[src/rtl/nx_line_buf_pkg.sv]
// -----------------------------------------------------------------------------
// nx_line_buf_pkg
// Shared definitions for the NanEye multi-page line-buffer write controller:
// write-state encoding, LINE_STATUS bit positions, counter widths and the
// saturating increment used by the drop counter.
// -----------------------------------------------------------------------------
package nx_line_buf_pkg;

    // Write controller states.
    typedef enum logic [1:0] {
        S_IDLE   = 2'd0,
        S_ACTIVE = 2'd1,
        S_DROP   = 2'd2
    } wr_state_t;

    // LINE_STATUS bit positions.
    localparam int ST_LONG   = 2;
    localparam int ST_SHORT  = 1;
    localparam int ST_PIXERR = 0;

    // Width of DROP_CNT and of the line counter / READY_LINE.
    localparam int DROP_CNT_W = 16;
    localparam int LINE_CNT_W = 16;

    // Increment that sticks at all-ones instead of wrapping.
    function automatic logic [DROP_CNT_W-1:0] sat_inc(input logic [DROP_CNT_W-1:0] v);
        logic [DROP_CNT_W-1:0] r;
        if (&v) begin
            r = v;
        end else begin
            r = v + DROP_CNT_W'(1'b1);
        end
        return r;
    endfunction

endpackage

[src/rtl/nx_page_ring_cnt.sv]
// -----------------------------------------------------------------------------
// nx_page_ring_cnt
// Write-page pointer and occupancy counter for the ring of 2**C_PAGE_W line
// pages. A commit advances the pointer and claims a page; a release frees the
// oldest page. Commit and release together leave occupancy unchanged; a
// release with no page owned is ignored.
// Ports:
//   clk, rst      clock, asynchronous active-high reset
//   commit        a line is committed to the current write page
//   rd_release    reader freed the oldest page
//   wr_page       current write page
//   used          committed, unreleased pages (registered)
//   full_next     occupancy after this cycle's events equals the page count
// -----------------------------------------------------------------------------
module nx_page_ring_cnt #(
    parameter int C_PAGE_W = 2
) (
    input  logic                clk,
    input  logic                rst,
    input  logic                commit,
    input  logic                rd_release,
    output logic [C_PAGE_W-1:0] wr_page,
    output logic [C_PAGE_W:0]   used,
    output logic                full_next
);

    localparam logic [C_PAGE_W:0]   PAGES_L   = (C_PAGE_W+1)'(32'd1 << C_PAGE_W);
    localparam logic [C_PAGE_W:0]   USED_ZERO = (C_PAGE_W+1)'(1'b0);
    localparam logic [C_PAGE_W:0]   USED_ONE  = (C_PAGE_W+1)'(1'b1);
    localparam logic [C_PAGE_W-1:0] PAGE_ZERO = C_PAGE_W'(1'b0);
    localparam logic [C_PAGE_W-1:0] PAGE_ONE  = C_PAGE_W'(1'b1);

    logic [C_PAGE_W-1:0] wr_page_r;
    logic [C_PAGE_W:0]   used_r;
    logic [C_PAGE_W:0]   used_next_s;
    logic                rel_ok_s;

    // Net occupancy after this cycle's commit/release events.
    always_comb begin
        rel_ok_s = rd_release && (used_r != USED_ZERO);
        case ({commit, rel_ok_s})
            2'b10:   used_next_s = used_r + USED_ONE;
            2'b01:   used_next_s = used_r - USED_ONE;
            default: used_next_s = used_r;
        endcase
        full_next = (used_next_s == PAGES_L);
    end

    // Pointer and occupancy registers; the pointer wraps naturally mod pages.
    always_ff @(posedge clk or posedge rst) begin
        if (rst) begin
            wr_page_r <= PAGE_ZERO;
            used_r    <= USED_ZERO;
        end else begin
            if (commit) begin
                wr_page_r <= wr_page_r + PAGE_ONE;
            end
            used_r <= used_next_s;
        end
    end

    assign wr_page = wr_page_r;
    assign used    = used_r;

endmodule

[src/rtl/nx_line_buf_wr_ctrl.sv]
// -----------------------------------------------------------------------------
// nx_line_buf_wr_ctrl
// Writes deserialised pixels into a multi-page line-buffer DPRAM. Lines go to
// a ring of 2**C_PAGE_W pages released by the reader; with no free page a
// whole line is dropped. Line length and line count are checked.
// Ports:
//   CLOCK, RESET             sample clock, asynchronous active-high reset
//   FRAME_SYNC, LINE_SYNC    frame start / line end pulses
//   PULSE, PIXEL_ERROR       pixel strobe and its error qualifier
//   PIX_IN                   pixel data
//   RD_RELEASE               reader freed the oldest page
//   DPRAM_WR_ADDR/WE/DATA    DPRAM write port, {page, pixel index}
//   LINE_READY + READY_PAGE/READY_LINE/LINE_STATUS   line commit report
//   LINE_DROPPED, DROP_CNT   dropped-line pulse and per-frame count
//   PAGES_USED               committed, unreleased pages
//   FRAME_DONE               C_LINES lines handled
// All outputs are registered.
// -----------------------------------------------------------------------------
module nx_line_buf_wr_ctrl
    import nx_line_buf_pkg::*;
#(
    parameter int C_ADDR_W      = 9,
    parameter int C_PAGE_W      = 2,
    parameter int C_DATA_W      = 10,
    parameter int C_LINE_PIXELS = 250,
    parameter int C_LINES       = 250
) (
    input  logic                         CLOCK,
    input  logic                         RESET,
    input  logic                         FRAME_SYNC,
    input  logic                         LINE_SYNC,
    input  logic                         PULSE,
    input  logic                         PIXEL_ERROR,
    input  logic [C_DATA_W-1:0]          PIX_IN,
    input  logic                         RD_RELEASE,
    output logic [C_PAGE_W+C_ADDR_W-1:0] DPRAM_WR_ADDR,
    output logic                         DPRAM_WE,
    output logic [C_DATA_W-1:0]          DPRAM_DATA,
    output logic                         LINE_READY,
    output logic [C_PAGE_W-1:0]          READY_PAGE,
    output logic [LINE_CNT_W-1:0]        READY_LINE,
    output logic [2:0]                   LINE_STATUS,
    output logic                         LINE_DROPPED,
    output logic [DROP_CNT_W-1:0]        DROP_CNT,
    output logic [C_PAGE_W:0]            PAGES_USED,
    output logic                         FRAME_DONE
);

    localparam logic [C_ADDR_W:0]   PIX_ZERO   = (C_ADDR_W+1)'(1'b0);
    localparam logic [C_ADDR_W:0]   PIX_ONE    = (C_ADDR_W+1)'(1'b1);
    localparam logic [C_ADDR_W:0]   LINE_PIX_L = (C_ADDR_W+1)'(C_LINE_PIXELS);
    localparam logic [LINE_CNT_W-1:0] LINE_ONE = LINE_CNT_W'(1'b1);
    localparam logic [LINE_CNT_W-1:0] LINES_L  = LINE_CNT_W'(C_LINES);

    wr_state_t state_r, state_nxt_s;

    // Per-line tracking; pix_cnt is one bit wider so a full page can be counted.
    logic [C_ADDR_W:0]       pix_cnt_r;
    logic                    long_r;
    logic                    err_r;
    logic [LINE_CNT_W-1:0]   line_cnt_r;
    logic [DROP_CNT_W-1:0]   drop_cnt_r;

    // Registered outputs.
    logic                         we_r;
    logic [C_PAGE_W+C_ADDR_W-1:0] addr_r;
    logic [C_DATA_W-1:0]          data_r;
    logic                         line_ready_r;
    logic [C_PAGE_W-1:0]          ready_page_r;
    logic [LINE_CNT_W-1:0]        ready_line_r;
    logic [2:0]                   status_r;
    logic                         dropped_r;
    logic                         frame_done_r;

    // Decode.
    logic                  pix_ok_s, act_pulse_s, write_s;
    logic [C_ADDR_W:0]     cnt_eff_s;
    logic                  long_eff_s, err_eff_s;
    logic                  commit_s, drop_s, line_end_s, frame_end_s;
    logic [LINE_CNT_W-1:0] line_cnt_inc_s;
    logic [2:0]            status_s;
    logic [C_PAGE_W-1:0]   wr_page_s;
    logic [C_PAGE_W:0]     used_s;
    logic                  full_next_s;

    nx_page_ring_cnt #(
        .C_PAGE_W (C_PAGE_W)
    ) u_ring (
        .clk        (CLOCK),
        .rst        (RESET),
        .commit     (commit_s),
        .rd_release (RD_RELEASE),
        .wr_page    (wr_page_s),
        .used       (used_s),
        .full_next  (full_next_s)
    );

    // Pixel/line event decode. A pulse coincident with LINE_SYNC belongs to the
    // ending line, so the "effective" count and flags include it.
    always_comb begin
        pix_ok_s       = (pix_cnt_r < LINE_PIX_L);
        act_pulse_s    = (state_r == S_ACTIVE) && PULSE && !FRAME_SYNC;
        write_s        = act_pulse_s && pix_ok_s;
        cnt_eff_s      = write_s ? (pix_cnt_r + PIX_ONE) : pix_cnt_r;
        long_eff_s     = long_r || (act_pulse_s && !pix_ok_s);
        err_eff_s      = err_r || (act_pulse_s && PIXEL_ERROR);
        commit_s       = (state_r == S_ACTIVE) && LINE_SYNC && !FRAME_SYNC &&
                         ((cnt_eff_s != PIX_ZERO) || long_eff_s);
        drop_s         = (state_r == S_DROP) && LINE_SYNC && !FRAME_SYNC;
        line_end_s     = commit_s || drop_s;
        line_cnt_inc_s = line_cnt_r + LINE_ONE;
        frame_end_s    = line_end_s && (line_cnt_inc_s == LINES_L);
        status_s            = 3'b000;
        status_s[ST_LONG]   = long_eff_s;
        status_s[ST_SHORT]  = (cnt_eff_s < LINE_PIX_L);
        status_s[ST_PIXERR] = err_eff_s;
    end

    // Next-state logic; the free-page decision uses post-event occupancy.
    always_comb begin
        state_nxt_s = state_r;
        if (FRAME_SYNC) begin
            state_nxt_s = full_next_s ? S_DROP : S_ACTIVE;
        end else begin
            case (state_r)
                S_IDLE: begin
                    state_nxt_s = S_IDLE;
                end
                S_ACTIVE, S_DROP: begin
                    if (!line_end_s) begin
                        state_nxt_s = state_r;
                    end else if (frame_end_s) begin
                        state_nxt_s = S_IDLE;
                    end else if (full_next_s) begin
                        state_nxt_s = S_DROP;
                    end else begin
                        state_nxt_s = S_ACTIVE;
                    end
                end
                default: begin
                    state_nxt_s = S_IDLE;
                end
            endcase
        end
    end

    // State register.
    always_ff @(posedge CLOCK or posedge RESET) begin
        if (RESET) begin
            state_r <= S_IDLE;
        end else begin
            state_r <= state_nxt_s;
        end
    end

    // Per-line pixel count/flags and per-frame line/drop counters.
    always_ff @(posedge CLOCK or posedge RESET) begin
        if (RESET) begin
            pix_cnt_r  <= PIX_ZERO;
            long_r     <= 1'b0;
            err_r      <= 1'b0;
            line_cnt_r <= LINE_CNT_W'(1'b0);
            drop_cnt_r <= DROP_CNT_W'(1'b0);
        end else if (FRAME_SYNC) begin
            pix_cnt_r  <= PIX_ZERO;
            long_r     <= 1'b0;
            err_r      <= 1'b0;
            line_cnt_r <= LINE_CNT_W'(1'b0);
            drop_cnt_r <= DROP_CNT_W'(1'b0);
        end else begin
            if (commit_s) begin
                pix_cnt_r <= PIX_ZERO;
                long_r    <= 1'b0;
                err_r     <= 1'b0;
            end else begin
                pix_cnt_r <= cnt_eff_s;
                long_r    <= long_eff_s;
                err_r     <= err_eff_s;
            end
            if (line_end_s) begin
                line_cnt_r <= line_cnt_inc_s;
            end
            if (drop_s) begin
                drop_cnt_r <= sat_inc(drop_cnt_r);
            end
        end
    end

    // DPRAM write port and line report registers.
    always_ff @(posedge CLOCK or posedge RESET) begin
        if (RESET) begin
            we_r         <= 1'b0;
            addr_r       <= (C_PAGE_W+C_ADDR_W)'(1'b0);
            data_r       <= C_DATA_W'(1'b0);
            line_ready_r <= 1'b0;
            ready_page_r <= C_PAGE_W'(1'b0);
            ready_line_r <= LINE_CNT_W'(1'b0);
            status_r     <= 3'b000;
            dropped_r    <= 1'b0;
            frame_done_r <= 1'b0;
        end else begin
            we_r         <= write_s;
            line_ready_r <= commit_s;
            dropped_r    <= drop_s;
            frame_done_r <= frame_end_s;
            if (write_s) begin
                addr_r <= {wr_page_s, pix_cnt_r[C_ADDR_W-1:0]};
                data_r <= PIX_IN;
            end
            if (commit_s) begin
                ready_page_r <= wr_page_s;
                ready_line_r <= line_cnt_r;
                status_r     <= status_s;
            end
        end
    end

    assign DPRAM_WE      = we_r;
    assign DPRAM_WR_ADDR = addr_r;
    assign DPRAM_DATA    = data_r;
    assign LINE_READY    = line_ready_r;
    assign READY_PAGE    = ready_page_r;
    assign READY_LINE    = ready_line_r;
    assign LINE_STATUS   = status_r;
    assign LINE_DROPPED  = dropped_r;
    assign DROP_CNT      = drop_cnt_r;
    assign PAGES_USED    = used_s;
    assign FRAME_DONE    = frame_done_r;

endmodule

[config.mk]
export PLATFORM = sky130hd
export DESIGN_NAME = nx_line_buf_wr_ctrl
export DESIGN_NICKNAME = d
export VERILOG_FILES = /design/src/rtl/nx_line_buf_pkg.sv /design/src/rtl/nx_page_ring_cnt.sv /design/src/rtl/nx_line_buf_wr_ctrl.sv
export SDC_FILE = /design/constraint.sdc
export NUM_CORES = 1
export LEC_CHECK = 0
export ABC_AREA = 1
export CAP_MARGIN = 20
export CORE_ASPECT_RATIO = 0.9
export CORE_MARGIN = 2
export CORE_UTILIZATION = 35
export DETAILED_ROUTE_END_ITERATION = 8
export PLACE_DENSITY_LB_ADDON = 0.12
export SYNTH_ARGS = -nofsm -noshare
export SYNTH_HDL_FRONTEND = slang
export SYNTH_SLANG_ARGS = --single-unit
[constraint.sdc]
create_clock -name CLOCK -period 4 [get_ports CLOCK]
set_input_delay 0.8 -clock CLOCK [delete_from_list [all_inputs] [get_ports CLOCK]]
set_output_delay 0.8 -clock CLOCK [all_outputs]
set_load 0.01 [all_outputs]
* Word level (Yosys, flattened, before mapping)
Index checks and enable logic that the tools add are counted. W data, S select, Z words.
Operators by class: add/subtract/negate cells 6, $mul 0, divide/modulo/power cells 0, order comparisons 2, eq/ne operators 8, shifts and indexed selects 0, mux-type cells 18, bitwise gates (word level) 0, reduce and logical (&&, ||, !) cells 25
Operator list (count):
- $mux W16 | 5
- $add A16 B1 Y16 const B | 2
- $mux W10 | 3
- $lt A10 B8 Y1 const B | 2
- $eq A16 B8 Y1 const B | 1
- $reduce_and A16 Y1 | 1
- $logic_and A1 B1 Y1 | 12
- $add A10 B1 Y10 const B | 1
- $mux W2 | 5
- $reduce_bool A10 Y1 | 1
- $pmux W3 S2 | 1
- $eq A2 B1 Y1 const B | 2
- $eq A2 B2 Y1 const B | 2
- $logic_or A1 B1 Y1 | 4
- $mux W1 | 4
- $reduce_bool A2 Y1 | 2
- $add A3 B1 Y3 const B | 1
- $eq A3 B3 Y1 const B | 1
- $ne A3 B3 Y1 const B | 1
- $reduce_bool A3 Y1 | 1
- $sub A3 B1 Y3 const B | 1
- $add A2 B1 Y2 const B | 1
- $logic_not A1 Y1 | 2
- $ne A2 B2 Y1 const B | 1
- other kinds (2) | 2
Storage, ports and cells: register bits 97, latch bits 0, RAM bits 0, memory bits (read-only) 0, bits of input ports 17, output and inout bits 65, logic and storage cells 76, memories kept 0

* Longest topological paths before layout
Gate-level depths: netlist of the first run.
depth after elaboration 16, mapped depth 27, gate-level depth less buffers 24

* By module
A second synthesis of the first run with hierarchy kept.
Unflattened totals: cell total of the unflattened synthesis 556, area, all modules 4679.5 sq um
By module, submodules not included:
- nx_line_buf_wr_ctrl | instances 1, cells each 525, area each 4401.7 sq um, sequential area each 2302.2 sq um
- nx_page_ring_cnt | instances 1, cells each 31, area each 277.8 sq um, sequential area each 125.1 sq um

* Worst setup path before layout of the first run
No wires, ideal clock.
path type input to register, start point input port FRAME_SYNC, end point register state_r[0], library setup time 0.117 ns, arrival 3.245 ns, data required time 3.883 ns, setup slack 0.639 ns, stages 24, path buffers 2, path through inv_2 > nand3_2 > inv_2 > nand4_4 > buf_6 > nand2_1 > a21oi_1 > nand2_1 > nor2_1 > nand2_1 > nand2_4 > clkbuf_1 > ha_1 > fa_1 > a21oi_1 > o21ai_0 > xnor2_1 > nand2_1 > nor2_1 > inv_1 > nand2_1 > inv_1 > nand2_1 > nand2_1
On the way: word-level cells in the longest chain between the ends 15, elaborated cells between the ends (all ways) 23, classes of those cells eq/ne: 4; mux: 7; reduce/logical: 12
RTL lines:
- start, declared | line nx_line_buf_wr_ctrl.sv:30 | input logic FRAME_SYNC,
- $logic_not A1 Y1 * | line nx_line_buf_wr_ctrl.sv:102, nx_line_buf_wr_ctrl.sv:107
- $logic_and A1 B1 Y1 | line nx_line_buf_wr_ctrl.sv:102 | act_pulse_s = (state_r == S_ACTIVE) && PULSE && !FRAME_SYNC;
- $logic_and A1 B1 Y1 | line nx_line_buf_wr_ctrl.sv:103 | write_s = act_pulse_s && pix_ok_s;
- $mux W10 | line nx_line_buf_wr_ctrl.sv:104 | cnt_eff_s = write_s ? (pix_cnt_r + PIX_ONE) : pix_cnt_r;
- $reduce_bool A10 Y1 | line nx_line_buf_wr_ctrl.sv:108 | ((cnt_eff_s != PIX_ZERO) || long_eff_s);
- $logic_or A1 B1 Y1 | line nx_line_buf_wr_ctrl.sv:108
- $logic_and A1 B1 Y1 * | line nx_line_buf_wr_ctrl.sv:107 | commit_s = (state_r == S_ACTIVE) && LINE_SYNC && !FRAME_SYNC &&
- $eq A2 B1 Y1 or $eq A2 B2 Y1 (tied branches) | line nx_page_ring_cnt.sv:41 | case ({commit, rel_ok_s})
- $pmux W3 S2 * | line nx_page_ring_cnt.sv:41
- net u_ring.used_next_s[2] | line nx_page_ring_cnt.sv:35 | logic [C_PAGE_W:0] used_next_s;
- $eq A3 B3 Y1 * | line nx_page_ring_cnt.sv:46 | full_next = (used_next_s == PAGES_L);
- $mux W2 * | line nx_line_buf_wr_ctrl.sv:123, nx_line_buf_wr_ctrl.sv:134
- $mux W2 | line nx_line_buf_wr_ctrl.sv:132 | end else if (frame_end_s) begin
- $mux W2 | line nx_line_buf_wr_ctrl.sv:130 | if (!line_end_s) begin
- $mux W2 | line nx_line_buf_wr_ctrl.sv:125 | case (state_r)
- $mux W2 * | line nx_line_buf_wr_ctrl.sv:122 | if (FRAME_SYNC) begin
- end signal, assigned | line nx_line_buf_wr_ctrl.sv:152 | state_r <= state_nxt_s;
- end, declared | line nx_line_buf_wr_ctrl.sv:55 | wr_state_t state_r, state_nxt_s;
Mark *: on every way through the listed nets, which the timed path passes. The rest lies on a longest branch. The select of a mux whose other input is x is not followed. A chain may end at the register's enable or synchronous reset.

* Worst setup path after layout of the first run
Same ends and word-level chain as after synthesis.

==> impl_metrics.env, run 1 <==
export IMPL_seq_area_mm2=0.00243
export IMPL_overflow=0
export IMPL_period_share=0.871
export IMPL_cts_made_buffers=9
export IMPL_crit_arrival_ns=3.72
export IMPL_critPathSlowestCell="clkdlybuf4s50_1"
export IMPL_die_h_um=114
export IMPL_core_area_mm2=0.0132
export IMPL_grt_pass1_wl_um=18300
export IMPL_rsz0062_at_grt="false"
export IMPL_initial_core_util=0.354
export IMPL_hold_viol=0
export IMPL_async_flop_share=1.00
export IMPL_drc=0
export IMPL_antenna_cells=0
export IMPL_synth_top_flop_cell="dfrtp_1"
export IMPL_vdd_ir_drop_max_v=0.000293
export IMPL_track_usage=0.160
export IMPL_synthAdderAreaFrac=0.0230
export IMPL_drtIter0Drc=190
export IMPL_grt_max_degree=77
export IMPL_cp_depth=23
export IMPL_syn_nets=578
export IMPL_cp_required_ns=4.24
export IMPL_critPathMaxStageDelay_ns=0.43
export IMPL_relSlewSlack=0.377
export IMPL_cts_max_level=3
export IMPL_cts_hold_buf=0
export IMPL_grt_pass1_vias=3725
export IMPL_drtAntennaViolNets=0
export IMPL_path_class="input port to register"
export IMPL_p_per_area_mw_per_mm2=473
export IMPL_synth_edf_count=0
export IMPL_start_kind="input port"
export IMPL_path_buf_inv=5
export IMPL_crit_fanout=7
export IMPL_fillers=1298
export IMPL_clock_path_buffers=2
export IMPL_maxCapViolCount=0
export IMPL_synthSimpleGateAreaFrac=0.248
export IMPL_synth_top_family_by_area="simple AND/OR/NAND/NOR gates"
export IMPL_setup_violations_final=0
export IMPL_die_area_mm2=0.0143
export IMPL_place_hpwl_um=7760
export IMPL_synth_compound_area_frac=0.105
export IMPL_area_growth_pct=27.5
export IMPL_finalWeightedCongestion=0.877
export IMPL_syn_inst=553
export IMPL_post_cts_buffers=0
export IMPL_ff2ff_path_depth=22
export IMPL_synth_mux_area_frac=0
export IMPL_multiInputGateArea_mm2=0.00190
export IMPL_power_leakage_nw=2.75
export IMPL_clockRootBuffer="clkbuf_16"
export IMPL_skew_ns=0.00474
export IMPL_synth_seq_cells=97
export IMPL_synth_xor_area_frac=0.0300
export IMPL_antenna_found_initial=0
export IMPL_worst_path_most_repeated_cell="nand2_1"
export IMPL_io_buffers=81
export IMPL_power_w=0.00282
export IMPL_cts_tree="built"
export IMPL_ios=82
export IMPL_fin_ws_ns=0.517
export IMPL_hold_path_class="register to register"
export IMPL_vias=3797
export IMPL_slew_violations=0
export IMPL_whs_path_depth=2
export IMPL_clk_pin_slew_ns=0.06
export IMPL_first_pass_iters=4
export IMPL_crit_chain="clkdlybuf4s50_1 -> inv_2 -> nand3_2 -> nor2_2 -> nand2_1 -> nand2_1 -> inv_2 -> nand2_1 -> nor2_1 -> nand2_1 -> nand2_4 -> ha_1 -> fa_1 -> a21oi_1 -> o21ai_0 -> xnor2_1 -> nand2_1 -> nor2_1 -> inv_1 -> nand2_1 -> inv_1 -> nand2_1 -> nand2_1"
export IMPL_status="finished clean"
export IMPL_die_w_um=126
export IMPL_setup_tns_ns=0
export IMPL_synth_seq_area_share=0.519
export IMPL_worst_slew_pin_slew_ns=0.934
export IMPL_worstSetupEndpointType="register"
export IMPL_final_nets=663
export IMPL_rows=40
export IMPL_fin_crit_ns=3.48
export IMPL_post_cts_resized=0
export IMPL_yosysWarnings=0
export IMPL_fin_area_mm2=0.00596
export IMPL_pre_cts_ws_ns=0.134
export IMPL_wl_per_cell_um=13.3
export IMPL_synth_distinct_cells=40
export IMPL_cp_top_family="simple AND/OR/NAND/NOR gates"
export IMPL_drt_wl_total_um=10800
export IMPL_place_area_mm2=0.00567
export IMPL_drive_above_1_share=0.0793
export IMPL_clkLatencyLatePin_ns=0.35
export IMPL_cts_sinks=97
export IMPL_synth_area_mm2=0.00468
export IMPL_syn_area_per_cell_um2=8.46
export IMPL_viasPerCell=4.68
export IMPL_timing_fmax_mhz=287
layer usage:
layer | vias to the layer above | global-route usage | part of all wire
li1 | 1941 | - | -
met1 | 1760 | 0.219 | 0.49
met2 | 86 | 0.249 | 0.44
met3 | 10 | 0.0539 | 0.054
met4 | 0 | 0.0403 | 0.011
met5 | - | 0 | 0
sequential cells by signal, summed over array words and instances, names as in the netlist:
name,flops
DPRAM_DATA,10
DPRAM_WE,1
DPRAM_WR_ADDR,11
DROP_CNT,16
FRAME_DONE,1
LINE_DROPPED,1
LINE_READY,1
LINE_STATUS,3
READY_LINE,16
READY_PAGE,2
err_r,1
line_cnt_r,16
long_r,1
pix_cnt_r,10
state_r,2
u_ring.used,3
u_ring.wr_page,2
where the power goes:
group,internal (W),leakage (nW),total (W),switching (W)
combinational,0.000361,1.30,0.000728,0.000367
sequential,0.00113,1.31,0.00123,0.0000961
clock,0.000503,0.137,0.000864,0.000361
total,0.00199,2.75,0.00282,0.000824
layout make-up:
| type | instances | share of cell area |
|---|---|---|
| sequential | 97 | 0.407 |
| multi-input combinational | 371 | 0.319 |
| timing repair buffer | 88 | 0.145 |
| inverter | 71 | 0.0451 |
| clock buffer | 14 | 0.0426 |
| tap | 168 | 0.0352 |
| clock inverter | 2 | 0.00629 |
kinds of logic after synthesis:
logic type / count (synthesis)
buffers and inverters: 85
adder cells (fa/ha/maj): 8
flip-flops: 97
AO/OA/AOI/OAI: 78
AND/OR/NAND/NOR: 269
XOR/XNOR: 16
Yosys cell counts (all sizes together), types with 2 or more instances:
library cell / instances / area (um2)
nand4: 7 / 58.8
nand3: 29 / 155
a21oi: 17 / 88.8
ha: 7 / 87.6
nor4: 3 / 18.8
nand2: 164 / 643
o21ai: 43 / 219
inv: 71 / 267
nor3: 13 / 65.1
o22ai: 10 / 119
clkbuf: 8 / 30.0
nor2: 50 / 200
buf: 6 / 51.3
dfrtp: 97 / 2430
xor2: 14 / 123
xnor2: 2 / 17.5
final timing paths:
path,startpoint,to,slack [ns]
max,FRAME_SYNC,state_r[0],0.52
min,DPRAM_DATA[4],DPRAM_DATA[4],0.48
max reg2reg,pix_cnt_r[8],state_r[0],0.69
min reg2reg,DPRAM_DATA[4],DPRAM_DATA[4],0.48
max in group asynchronous,RESET,DROP_CNT[12],2.23
min in group asynchronous,RESET,DPRAM_DATA[8],1.01
worst min-delay path, cell delays in order (launching register included):
cell and delay [ns]:
dfrtp_1 0.34, nand2_1 0.05, nand2_1 0.06
per-stage QoR:
stage | utilization | cells | hold WS, ns
2_1_floorplan | - | 553 | 0.466
3_3_place_gp | 0.429 | 795 | 0.461
3_5_place_dp | 0.429 | 795 | 0.464
4_1_cts | 0.451 | 811 | 0.482
5_1_grt | 0.451 | 811 | 0.505
6_report | 0.451 | 811 | 0.478
cell usage in the layout (no fill, tap or decap), drive strengths merged:
cell and n:
nor4 3, o211a 1, a221oi 1, o31ai 1, clkdlybuf4s50 81, and3 1, nor3 13, o31a 1
clkbuf 14, xor2 14, bufinv 1, nor3b 1, nand3 29, buf 7, xnor2 2, a21o 1
a211oi 1, nand4 7, nor2 50, or2 1, a2bb2oi 1, ha 7, dfrtp 97, o22ai 10
nand2 164, a21oi 17, o21ai 43, o21a 1, fa 1, inv 71, clkinvlp 1
Power figures use the tool's default switching activity.
==> run 2, diff against run 1 <==
--- a/config.mk
+++ b/config.mk
@@ -10,6 +10,7 @@
 export CORE_ASPECT_RATIO = 0.9
 export CORE_MARGIN = 2
 export CORE_UTILIZATION = 35
+export CTS_CLUSTER_SIZE = 14
 export DETAILED_ROUTE_END_ITERATION = 8
 export PLACE_DENSITY_LB_ADDON = 0.12
 export SYNTH_ARGS = -nofsm -noshare
==> results of run 2 <==
Final layout, timing and power as in run 1 (identical DEF).
==> run 3, diff against run 2 <==
--- a/config.mk
+++ b/config.mk
@@ -6,13 +6,14 @@
 export NUM_CORES = 1
 export LEC_CHECK = 0
 export ABC_AREA = 1
-export CAP_MARGIN = 20
 export CORE_ASPECT_RATIO = 0.9
 export CORE_MARGIN = 2
 export CORE_UTILIZATION = 35
+export CTS_BUF_LIST = sky130_fd_sc_hd__clkbuf_4 sky130_fd_sc_hd__clkbuf_8 sky130_fd_sc_hd__clkbuf_16
 export CTS_CLUSTER_SIZE = 14
 export DETAILED_ROUTE_END_ITERATION = 8
 export PLACE_DENSITY_LB_ADDON = 0.12
+export SKIP_CTS_REPAIR_TIMING = 1
 export SYNTH_ARGS = -nofsm -noshare
 export SYNTH_HDL_FRONTEND = slang
 export SYNTH_SLANG_ARGS = --single-unit
==> impl_metrics.env, run 3 (synthesis results as in run 1) <==
export IMPL_status="finished clean"
export IMPL_relSlewSlack=0.381
export IMPL_cp_required_ns=4.24
export IMPL_overflow=0
export IMPL_skew_ns=0.00549
export IMPL_ios=82
export IMPL_utilization=0.452
export IMPL_cts_tree="built"
export IMPL_area_growth_pct=27.8
export IMPL_hold_path_class="register to register"
export IMPL_rows=40
export IMPL_cts_made_buffers=9
export IMPL_core_area_mm2=0.0132
export IMPL_io_buffers=81
export IMPL_antenna_cells=0
export IMPL_clk_pin_slew_ns=0.06
export IMPL_die_h_um=114
export IMPL_die_w_um=126
export IMPL_vdd_ir_drop_max_v=0.000294
export IMPL_crit_arrival_ns=3.73
export IMPL_grt_pass1_vias=3725
export IMPL_fin_crit_ns=3.49
export IMPL_viasPerCell=4.67
export IMPL_critPathMaxStageDelay_ns=0.43
export IMPL_crit_fanout=7
export IMPL_layout_common_cells="nand2_1, dfrtp_1, clkdlybuf4s50_1, inv_1, nor2_1"
export IMPL_setup_violations_final=0
export IMPL_timing_fmax_mhz=286
export IMPL_power_w=0.00285
export IMPL_initial_core_util=0.354
export IMPL_crit_chain="clkdlybuf4s50_1 -> inv_2 -> nand3_2 -> nor2_2 -> nand2_1 -> nand2_1 -> inv_2 -> nand2_1 -> nor2_1 -> nand2_1 -> nand2_4 -> ha_1 -> fa_1 -> a21oi_1 -> o21ai_0 -> xnor2_1 -> nand2_1 -> nor2_1 -> inv_1 -> nand2_1 -> inv_1 -> nand2_1 -> nand2_1"
export IMPL_slew_violations=0
export IMPL_vias=3785
export IMPL_drc=0
export IMPL_worstSetupEndpointType="register"
export IMPL_rsz0062_at_grt="false"
export IMPL_cts_max_level=3
export IMPL_grt_max_degree=77
export IMPL_worst_path_most_repeated_cell="nand2_1"
export IMPL_drtAntennaViolNets=0
export IMPL_path_buf_inv=5
export IMPL_maxCapViolCount=0
export IMPL_hold_viol=0
export IMPL_clockRootBuffer="clkbuf_16"
export IMPL_finalWeightedCongestion=0.877
export IMPL_place_hpwl_um=7760
export IMPL_wl_per_cell_um=13.3
export IMPL_final_common_cell="nand2_1"
export IMPL_antenna_found_initial=0
export IMPL_drtIter0Drc=224
export IMPL_p_per_area_mw_per_mm2=476
export IMPL_period_share=0.873
export IMPL_path_class="input port to register"
export IMPL_final_nets=663
export IMPL_worst_slew_pin_slew_ns=0.929
export IMPL_track_usage=0.161
export IMPL_first_pass_iters=4
export IMPL_cp_top_family="simple AND/OR/NAND/NOR gates"
export IMPL_power_leakage_nw=2.76
export IMPL_clock_path_buffers=2
export IMPL_grt_pass1_wl_um=18300
export IMPL_drt_wl_total_um=10800
export IMPL_start_kind="input port"
export IMPL_clkLatencyLatePin_ns=0.35
export IMPL_critPathSlowestCell="clkdlybuf4s50_1"
export IMPL_cts_sinks=97
export IMPL_drive_above_1_share=0.0855
export IMPL_die_area_mm2=0.0143
export IMPL_setup_tns_ns=0
-- run 3: cell counts in the layout (fill, tap and decap cells not counted) --
No cell type changed its count.
-- run 3: metal layers --
layer / vias up / GRT usage / wire length, um / share of wire
li1: 1940 / - / - / -
met1: 1751 / 0.218 / 5320 / 0.49
met2: 84 / 0.249 / 4820 / 0.45
met3: 10 / 0.0539 / 570 / 0.053
met4: 0 / 0.0403 / 109 / 0.010
met5: - / 0 / 0 / 0
-- run 3: cell type report --
cell class,count,area (um2)
fillers,1293,7230
flip-flops and latches,97,2430
multi-input cells,371,1900
repair buffers,88,863
clock buffers,14,269
inverters,71,269
well taps,168,210
clock inverters,2,37.5
-- run 3: per-stage QoR --
| stage | setup WS, ns | hold slack, ns | area, um2 | std cells |
|---|---|---|---|---|
| detailed placement | 0.134 | 0.464 | 5670 | 795 |
| floorplan | 0.639 | 0.466 | 4680 | 553 |
| CTS | 0.522 | 0.482 | 5980 | 811 |
| finish | 0.506 | 0.478 | 5980 | 811 |
| global route | 0.197 | 0.505 | 5980 | 811 |
| global placement | 0.306 | 0.461 | 5670 | 795 |
-- run 3: path summary, 6_finish.rpt --
| check | cells after the start | slack (ns) | endpoint | startpoint |
|---|---|---|---|---|
| max in group asynchronous | 3 | 2.24 | DROP_CNT[12] | RESET |
| max reg2reg | 22 | 0.69 | state_r[0] | pix_cnt_r[8] |
| min in group asynchronous | 2 | 1.03 | DPRAM_DATA[8] | RESET |
| min | 2 | 0.48 | DPRAM_DATA[4] | DPRAM_DATA[4] |
| max | 23 | 0.51 | state_r[0] | FRAME_SYNC |
| min reg2reg | 2 | 0.48 | DPRAM_DATA[4] | DPRAM_DATA[4] |
-- run 3: report_power, final --
part           internal [W]  switching [W]  total (W)
combinational      0.000361       0.000367   0.000729
clock              0.000530       0.000362   0.000893
sequential          0.00113      0.0000964    0.00123
-- run 3: worst reg2reg max path: stages, from the launching register on --
cell,delay (ns)
dfrtp_1,0.38
nor2_1,0.36
nand3_2,0.15
nor2_2,0.27
nand2_1,0.09
nand2_1,0.10
inv_2,0.04
nand2_1,0.06
nor2_1,0.04
nand2_1,0.10
nand2_4,0.06
ha_1,0.23
fa_1,0.39
a21oi_1,0.14
o21ai_0,0.14
xnor2_1,0.21
nand2_1,0.07
nor2_1,0.13
inv_1,0.05
nand2_1,0.06
inv_1,0.04
nand2_1,0.05
nand2_1,0.04
